[src/rtl/i2c_pkg.sv]
// Shared types and constants for the I2C master sequencer.
package i2c_pkg;

    typedef enum logic [3:0] {
        ST_IDLE,
        ST_START,
        ST_ADDR,
        ST_AACK,
        ST_WDATA,
        ST_WACK,
        ST_RDATA,
        ST_MACK,
        ST_STOP,
        ST_DONE
    } state_t;

    typedef enum logic [1:0] {
        Q0,
        Q1,
        Q2,
        Q3
    } phase_t;

    localparam logic RW_WRITE = 1'b0;
    localparam logic RW_READ  = 1'b1;

endpackage

[src/rtl/i2c_master_seq_qtick.sv]
// Quarter-bit tick generator; the count freezes while hold is high so a
// slave stretching SCL lengthens only the phase it is stretching.
module i2c_qtick #(
    parameter int CLK_DIV = 250
) (
    input  logic clk,
    input  logic rst,
    input  logic en,
    input  logic hold,
    output logic tick
);

    localparam logic [15:0] LAST = 16'(CLK_DIV - 1);

    logic [15:0] cnt;

    always_ff @(posedge clk or posedge rst) begin
        if (rst) begin
            cnt <= '0;
        end else if (!en) begin
            cnt <= '0;
        end else if (!hold) begin
            cnt <= (cnt == LAST) ? '0 : cnt + 16'd1;
        end
    end

    assign tick = en && !hold && (cnt == LAST);

endmodule

[src/rtl/i2c_master_seq.sv]
// Command-driven I2C master: single-byte register write or N-byte burst read,
// driving open-drain SCL/SDA pad enables.
module i2c_master_seq #(
    parameter int CLK_DIV = 250,
    parameter int LEN_W   = 8
) (
    input  logic             clk,
    input  logic             rst,
    input  logic             cmd_valid,
    output logic             cmd_ready,
    input  logic [6:0]       cmd_addr,
    input  logic             cmd_rw,
    input  logic [7:0]       cmd_wdata,
    input  logic [LEN_W-1:0] cmd_len,
    output logic             rd_valid,
    output logic [7:0]       rd_data,
    output logic             done,
    output logic             nack_err,
    output logic             busy,
    input  logic             scl_i,
    input  logic             sda_i,
    output logic             scl_oe,
    output logic             sda_oe
);

    import i2c_pkg::*;

    localparam logic [LEN_W-1:0] ONE = LEN_W'(1);

    state_t           state, next_state;
    phase_t           phase;
    logic [7:0]       tx_shift;
    logic [7:0]       rx_shift;
    logic [2:0]       bit_cnt;
    logic [LEN_W-1:0] remaining;
    logic             rw_q;
    logic [7:0]       wdata_q;
    logic             sda_sample;

    logic qt_en, hold, tick, sample, bit_end, accept, scl_low;

    assign accept  = cmd_valid && cmd_ready;
    assign qt_en   = (state != ST_IDLE) && (state != ST_DONE);
    assign hold    = (phase == Q2) && !scl_oe && !scl_i;
    assign sample  = tick && (phase == Q2);
    assign bit_end = tick && (phase == Q3);
    assign scl_low = (phase == Q0) || (phase == Q1);

    i2c_qtick #(.CLK_DIV(CLK_DIV)) u_qtick (
        .clk  (clk),
        .rst  (rst),
        .en   (qt_en),
        .hold (hold),
        .tick (tick)
    );

    always_ff @(posedge clk or posedge rst) begin
        if (rst) begin
            state <= ST_IDLE;
        end else begin
            state <= next_state;
        end
    end

    always_ff @(posedge clk or posedge rst) begin
        if (rst) begin
            phase <= Q0;
        end else if (!qt_en) begin
            phase <= Q0;
        end else if (tick) begin
            phase <= phase_t'(phase + 2'd1);
        end
    end

    always_comb begin
        next_state = state;
        case (state)
            ST_IDLE:  if (cmd_valid) next_state = ST_START;
            ST_START: if (bit_end) next_state = ST_ADDR;
            ST_ADDR:  if (bit_end && bit_cnt == 3'd7) next_state = ST_AACK;
            ST_AACK: begin
                if (bit_end) begin
                    if (sda_sample)            next_state = ST_STOP;
                    else if (rw_q == RW_WRITE) next_state = ST_WDATA;
                    else                       next_state = ST_RDATA;
                end
            end
            ST_WDATA: if (bit_end && bit_cnt == 3'd7) next_state = ST_WACK;
            ST_WACK:  if (bit_end) next_state = ST_STOP;
            ST_RDATA: if (bit_end && bit_cnt == 3'd7) next_state = ST_MACK;
            ST_MACK:  if (bit_end) next_state = (remaining > ONE) ? ST_RDATA : ST_STOP;
            ST_STOP:  if (bit_end) next_state = ST_DONE;
            ST_DONE:  next_state = ST_IDLE;
            default:  next_state = ST_IDLE;
        endcase
    end

    // Pad enables are decoded from state and phase so SDA only moves on q0 entry.
    always_comb begin
        scl_oe    = 1'b0;
        sda_oe    = 1'b0;
        cmd_ready = 1'b0;
        busy      = 1'b1;
        done      = 1'b0;
        case (state)
            ST_IDLE: begin
                cmd_ready = 1'b1;
                busy      = 1'b0;
            end
            ST_START: begin
                scl_oe = (phase == Q3);
                sda_oe = (phase == Q2) || (phase == Q3);
            end
            ST_ADDR, ST_WDATA: begin
                scl_oe = scl_low;
                sda_oe = !tx_shift[7];
            end
            ST_AACK, ST_WACK, ST_RDATA: scl_oe = scl_low;
            ST_MACK: begin
                scl_oe = scl_low;
                sda_oe = (remaining > ONE);
            end
            ST_STOP: begin
                scl_oe = scl_low;
                sda_oe = (phase != Q3);
            end
            ST_DONE: begin
                busy = 1'b0;
                done = 1'b1;
            end
            default: busy = 1'b0;
        endcase
    end

    always_ff @(posedge clk or posedge rst) begin
        if (rst) begin
            tx_shift   <= '0;
            rx_shift   <= '0;
            bit_cnt    <= '0;
            remaining  <= '0;
            rw_q       <= 1'b0;
            wdata_q    <= '0;
            sda_sample <= 1'b0;
            nack_err   <= 1'b0;
            rd_valid   <= 1'b0;
            rd_data    <= '0;
        end else begin
            rd_valid <= 1'b0;
            if (accept) begin
                tx_shift  <= {cmd_addr, cmd_rw};
                rw_q      <= cmd_rw;
                wdata_q   <= cmd_wdata;
                remaining <= (cmd_len == '0) ? ONE : cmd_len;
                nack_err  <= 1'b0;
                bit_cnt   <= '0;
            end
            if (sample) begin
                sda_sample <= sda_i;
                if (state == ST_RDATA) rx_shift <= {rx_shift[6:0], sda_i};
            end
            if (bit_end) begin
                case (state)
                    ST_ADDR: begin
                        bit_cnt  <= bit_cnt + 3'd1;
                        tx_shift <= (bit_cnt == 3'd7) ? wdata_q : {tx_shift[6:0], 1'b0};
                    end
                    ST_WDATA: begin
                        bit_cnt  <= bit_cnt + 3'd1;
                        tx_shift <= {tx_shift[6:0], 1'b0};
                    end
                    ST_RDATA: begin
                        bit_cnt <= bit_cnt + 3'd1;
                        if (bit_cnt == 3'd7) begin
                            rd_valid <= 1'b1;
                            rd_data  <= rx_shift;
                        end
                    end
                    ST_AACK, ST_WACK: if (sda_sample) nack_err <= 1'b1;
                    ST_MACK: if (remaining > ONE) remaining <= remaining - ONE;
                    default: ;
                endcase
            end
        end
    end

endmodule

[config.mk]
export PLATFORM = sky130hd
export DESIGN_NAME = i2c_master_seq
export DESIGN_NICKNAME = d
export VERILOG_FILES = /design/src/rtl/i2c_pkg.sv /design/src/rtl/i2c_master_seq_qtick.sv /design/src/rtl/i2c_master_seq.sv
export SDC_FILE = /design/constraint.sdc
export NUM_CORES = 1
export LEC_CHECK = 0
export CAP_MARGIN = 20
export CORE_MARGIN = 5
export CORE_UTILIZATION = 49
export CTS_CLUSTER_SIZE = 25
export DETAILED_ROUTE_END_ITERATION = 16
export PLACE_DENSITY = 0.74
export SLEW_MARGIN = 5
export SYNTH_ARGS = -nofsm -noshare
export SYNTH_HDL_FRONTEND = slang
export SYNTH_SLANG_ARGS = --single-unit
export TNS_END_PERCENT = 10
[constraint.sdc]
create_clock -name clk -period 2.1 [get_ports clk]
set_input_delay 0.42 -clock clk [delete_from_list [all_inputs] [get_ports clk]]
set_output_delay 0.42 -clock clk [all_outputs]
set_load 0.005 [all_outputs]
After elaboration in Yosys (flattened, before gate mapping)

Cells that the tools add are included.

Register bits: 69
Input port bits: 29
Output and inout bits: 15
Word-level logic and storage cells: 114

Add/sub/neg operators: 4
Order comparisons: 1
Equal/unequal tests: 27
Muxes and demuxes: 42
Reduce and logical (&&, ||, !) cells: 27

Operators by type and width:

| cell                                                                   | count |
|---|---|
| 8-bit 2-to-1 mux                                                       | 8 |
| 16-bit 2-to-1 mux                                                      | 3 |
| 4-bit 2-to-1 mux                                                       | 11 |
| 4-bit one-hot mux with 9 select lines                                  | 1 |
| 2-bit inequality test, second input constant                           | 12 |
| 16-bit by 1-bit adder with 16-bit output, second input constant        | 1 |
| 16-bit by 8-bit equality test with 1-bit output, second input constant | 1 |
| 4-bit by 3-bit equality test with 1-bit output, second input constant  | 4 |
| 8-bit one-hot mux with 2 select lines                                  | 1 |
| 1-bit 2-to-1 mux                                                       | 10 |
| 1-bit logical AND                                                      | 9 |
| 3-bit 2-to-1 mux                                                       | 3 |
| 9-bit AND reduction                                                    | 1 |
| 4-bit by 2-bit equality test with 1-bit output, second input constant  | 2 |
| 4-bit equality test, second input constant                             | 2 |
| 8-bit by 1-bit > comparator with 1-bit output, second input constant   | 1 |
| 8-bit zero test                                                        | 1 |
| 8-bit OR reduction                                                     | 1 |
| 8-bit by 1-bit subtractor with 8-bit output, second input constant     | 1 |
| 7-bit OR reduction                                                     | 1 |
| 2-bit 2-to-1 mux                                                       | 3 |
| 2-bit equality test, second input constant                             | 2 |
| 4-bit by 1-bit equality test with 1-bit output, second input constant  | 1 |
| 1-bit zero test                                                        | 4 |
| other kinds (15)                                                       | 17 |

Logic depth before layout (Yosys ltp)

Word-level depth: 13
Mapped depth: 9

By module

From an unflattened synthesis, not the netlist that was laid out.

Cells, all modules: 391
Area total of the unflattened synthesis: 3892.5 um2

By module, submodules not included:

| module         | times used | cells each | area an instance (um2) | seq. area each (um2) |
|---|---|---|---|---|
| i2c_master_seq | 1          | 281        | 2861.5                 | 1326.3 |
| i2c_qtick      | 1          | 110        | 1031.0                 | 400.4 |

Worst setup path before layout

No wires, ideal clock.

Kind: register to register
Start point: register u_qtick.cnt[8]
End point: register state[1]
Library setup time: 125 ps
Arrival: 2158 ps
Slack: -183 ps
Stages on the path, launching flop included: 7
Buffers on the path: 1
Clock period less this slack: 2283 ps
Cell sequence: dfrtp_1 -> or4b_4 -> nor4_4 -> buf_6 -> nand2_4 -> a221oi_4 -> mux2_2

Word-level cells in the longest chain between the ends: 6
Elaborated cells between the ends (all ways): 13
Those cells by class: 9 x eq/ne; 4 x reduce/logical

Ends and longest elaborated chain:

| what                                              | RTL line                                                         | RTL |
|---|---|---|
| from (decl)                                       | i2c_master_seq_qtick.sv:15                                       | `logic [15:0] cnt;` |
| from (signal assigned)                            | i2c_master_seq_qtick.sv:23                                       | `cnt <= (cnt == LAST) ? '0 : cnt + 16'd1;` |
| 16-bit by 8-bit equality test with 1-bit output * | i2c_master_seq_qtick.sv:27                                       | `assign tick = en && !hold && (cnt == LAST);` |
| 1-bit logical AND *                               | i2c_master_seq_qtick.sv:27                                       |  |
| 1-bit logical AND *                               | i2c_master_seq.sv:46                                             | `assign bit_end = tick && (phase == Q3);` |
| 1-bit logical AND                                 | i2c_master_seq.sv:80, i2c_master_seq.sv:88, i2c_master_seq.sv:90 |  |
| 2-bit inequality test (no line)                   | -                                                                |  |
| 9-bit AND reduction (no line) *                   | -                                                                |  |
| to (signal assigned)                              | i2c_master_seq.sv:61                                             | `state <= next_state;` |
| to (decl)                                         | i2c_master_seq.sv:30                                             | `state_t state, next_state;` |

Mark *: on every way between the ends. The rest lies on a longest branch, timed or not.
A chain may end at the register's enable or synchronous reset.

Worst setup path in the final report

Start point: register u_qtick.cnt[11]
End point: register state[1]

Same word-level chain as after synthesis.

==> run_results.csv <==
group,metric,value,unit
outcome,run_status,"complete, but fails checks",
outcome,violations,"setup timing",
timing,setup_viol,44,
worst_hold_path,hold_path.class,"in2async",
logic_synthesis,async_flop_share,1.000,
grt,antenna_found_initial,0,
timing,tightest_slew,0.4960,ns
logic_synthesis,ys_seq_elements,69,
worst_setup_path,required,2.34,ns
logic_synthesis,synthCells,386,
logic_synthesis,synthDistinctLibCells,61,
logic_synthesis,synth_edf_count,0,
logic_synthesis,synth_mux_area_frac,0.08320,
clocking,cts_buffers,9,
logic_synthesis,yosysTopAreaCell,"dfrtp_1",
cells_and_area,utilization,0.6980,
logic_synthesis,ys_seq_area_frac,0.4538,
clocking,cts_tree,"built",
logic_synthesis,synthAdderAreaFrac,0.03617,
timing,rsz0062_at_grt,"yes",
place,gp_congestion,0.8712,
timing,tns,-7.137,ns
routing,drtPass1Iterations,5,
cells_and_area,mostFrequentLayoutCell,"buf_4",
logic_synthesis,synth_top_area_frac,0.4538,
clocking,clockBufferDepth,2,
timing,post-route-period-util,1.120,
worst_setup_path,crit_slowest_cell,"or4_4",
logic_synthesis,ys_warn_count,0,
logic_synthesis,syn_nets,426,
logic_synthesis,synth_top_family_by_area,"simple AND/OR/NAND/NOR gates",
grt,grt_pass1_vias,3384,
routing,wirelength,9.574,mm
cells_and_area,fin_nets,558,
cells_and_area,final_area,0.005338,mm²
logic_synthesis,yosys-top-cells-area,"dfrtp_1 (45%), mux2_2 (6.2%), nand2_1 (5.6%)",
routing,postRouteAntennaNets,0,
place,numPortBuffers,43,
place,placement.cell_area,0.004931,mm²
grt,grt_overflow,0,
routing,via_per_inst,5.502,
timing,max_slew_margin,0.6688,
power,worst_ir_drop_vdd,0.3775,mV
grt,grt_pass1_wl,15.93,mm
routing,drc_errors,0,
logic_synthesis,ys.flop_type,"dfrtp_1",
logic_synthesis,synth-xor-area-share,0.01381,
logic_synthesis,synthSimpleGateAreaFrac,0.2170,
timing,fin_crit,2.352,ns
timing,clock-skew-final,0.009400,ns
worst_setup_path,critical_path_class,"reg2reg",
grt,grt_max_degree,27,
floorplanning,pin_count,44,
worst_setup_path,max_stage_delay,0.58,ns
floorplanning,core,0.007647,mm²
floorplanning,die_area,0.009628,mm²
worst_setup_path,cp_cell_sequence,"or4_4 -> nor4_4 -> buf_4 -> nand2_4 -> a221oi_4 -> mux2_4",
routing,drt_iter0_markers,279,
logic_synthesis,avgSynthCellArea,9.857,µm²
place,hpwl,6.673,mm
clocking,clockRootBuffer,"clkbuf_8",
logic_synthesis,synth_area,0.003805,mm²
timing,fmax,425.2,MHz
floorplanning,num_rows,32,
routing,wl_per_cell,15.32,µm
clocking,clock-sinks,69,
logic_synthesis,synth-compound-area-share,0.1641,
power,leakage,2.413,nW
clocking,clk_latency,0.36,ns
clocking,clk_pin_slew_worst_paths,0.08,ns
worst_setup_path,cp_data_arrival_time,2.59,ns
cells_and_area,area_growth_syn_to_layout,40.28,%
routing,num_vias,3439,
timing,slew_violations,0,
floorplanning,die_x,98.12,µm
cells_and_area,diodes,0,
timing,hold_viol,0,
floorplanning,die_h,98.12,µm
grt,grt_usage,0.2018,
worst_setup_path,critPathLaunchType,"register",
floorplanning,initial_utilization,0.4975,
worst_setup_path,crit_path_end_kind,"register",
cells_and_area,mostFrequentLayoutCells,"buf_4 (84), dfrtp_1 (68), nand2_1 (57), clkdlybuf4s50_1 (38), o21ai_0 (26)",
power,power.density,472.5,mW/mm²
run,maxCapViolations,0,
worst_setup_path,worst-path-max-fanout,3,
clocking,cts_max_level,3,
place,dp_slack,-0.1784,ns
clocking,cts_hold_buf,0,
cells_and_area,drive_above_1_share,0.3155,
timing,finalWorstSetupSlack,-0.2521,ns
==> final timing paths <==
| check | start | end | slack [ns] | cells after the start |
|---|---|---|---|---|
| worst max-delay path | u_qtick.cnt[11]$_DFFE_PP0P_ | state[1]$_DFFE_PP0P_ | -0.25 | 6 |
| worst min register to register | wdata_q[0]$_DFFE_PP0P_ | wdata_q[0]$_DFFE_PP0P_ | 0.48 | 2 |
| worst max register to register | u_qtick.cnt[11]$_DFFE_PP0P_ | state[1]$_DFFE_PP0P_ | -0.25 | 6 |
| worst min-delay path | rst | rd_valid$_DFF_PP0_ | 0.40 | 2 |
| max in group asynchronous | rst | u_qtick.cnt[4]$_DFFE_PP0P_ | 1.17 | 3 |
| min in group clk | wdata_q[0]$_DFFE_PP0P_ | wdata_q[0]$_DFFE_PP0P_ | 0.48 | 2 |
==> synth_stat cells, types with 4 or more instances <==
cell type  count
o31ai_1        5
nand3_1       15
nand2_1       57
a21oi_1        4
inv_1         13
a22o_1         5
mux2_2        21
mux2i_1        8
dfrtp_1       69
nor4_1         7
a21boi_0       5
o22ai_1       10
buf_2          4
nand2b_1       7
clkbuf_1       8
nor2_1        23
xnor2_1        4
nor3_1        11
a22oi_1        7
o21ai_0       29
o211ai_1       4
a31oi_1        4
ha_1          11
==> sequential cells by signal, indices dropped and copies added (netlist names), 3 cells and up <==
name,count
u_qtick.cnt,16
tx_shift,8
bit_cnt,3
wdata_q,8
remaining,8
state,4
rd_data,8
rx_shift,8
==> per-layer routing <==
| layer | GRT usage | wire, µm | up-vias |
|---|---|---|---|
| li1 | - | - | 1675 |
| met5 | 0 | 0 | - |
| met2 | 0.3126 | 4506 | 87 |
| met4 | 0.05751 | 152 | 0 |
| met3 | 0.04786 | 479 | 14 |
| met1 | 0.2841 | 4434 | 1663 |
==> cells by family after synthesis <==
family | count (synthesis)
AOI/OAI and AO/OA | 90
xor gates and xnor gates | 6
adders and majority gates | 11
buffers and inverters | 28
DFF | 69
muxes | 29
and+or+nand+nor | 153
==> repair_timing <==
action	4_1_cts	5_1_grt
pin swaps	9	5
endpoints found under the setup margin	54	58
gates resized for setup	30	11
setup buffers	10	4
==> report_power, final <==
| group | switching (mW) | internal, mW |
|---|---|---|
| Clock | 0.548 | 0.554 |
| Combinational | 0.0382 | 0.0545 |
| Sequential | 0 | 1.33 |
| Total | 0.586 | 1.94 |
==> cell type report <==
cell class              instances  area [µm²]
clock buffers                   9       123.9
clock inverters                 7       73.82
fillers                       568        2310
inverters                      13       48.80
multi-input cells             289        2051
flip-flops and latches         69        1728
well taps                     102       127.6
repair buffers                136        1185
==> through the flow <==
stage,instances,power [mW],hold slack [ns]
4_1_cts,621,2.542,0.4076
3_5_place_dp,595,1.448,0.4667
3_3_place_gp,595,1.447,0.4584
6_report,625,2.522,0.4021
5_1_grt,625,2.612,0.4474
2_1_floorplan,386,1.376,0.4402
==> worst max-delay path: cells and delay by family, from the launching register on <==
| family | cells | cell delay (ns) |
|---|---|---|
| compound gates | 1 | 0.35 |
| buf+inv | 1 | 0.20 |
| flops | 1 | 0.38 |
| mux | 1 | 0.34 |
| simple gates | 3 | 0.97 |
Power figures use the tool's default switching activity.
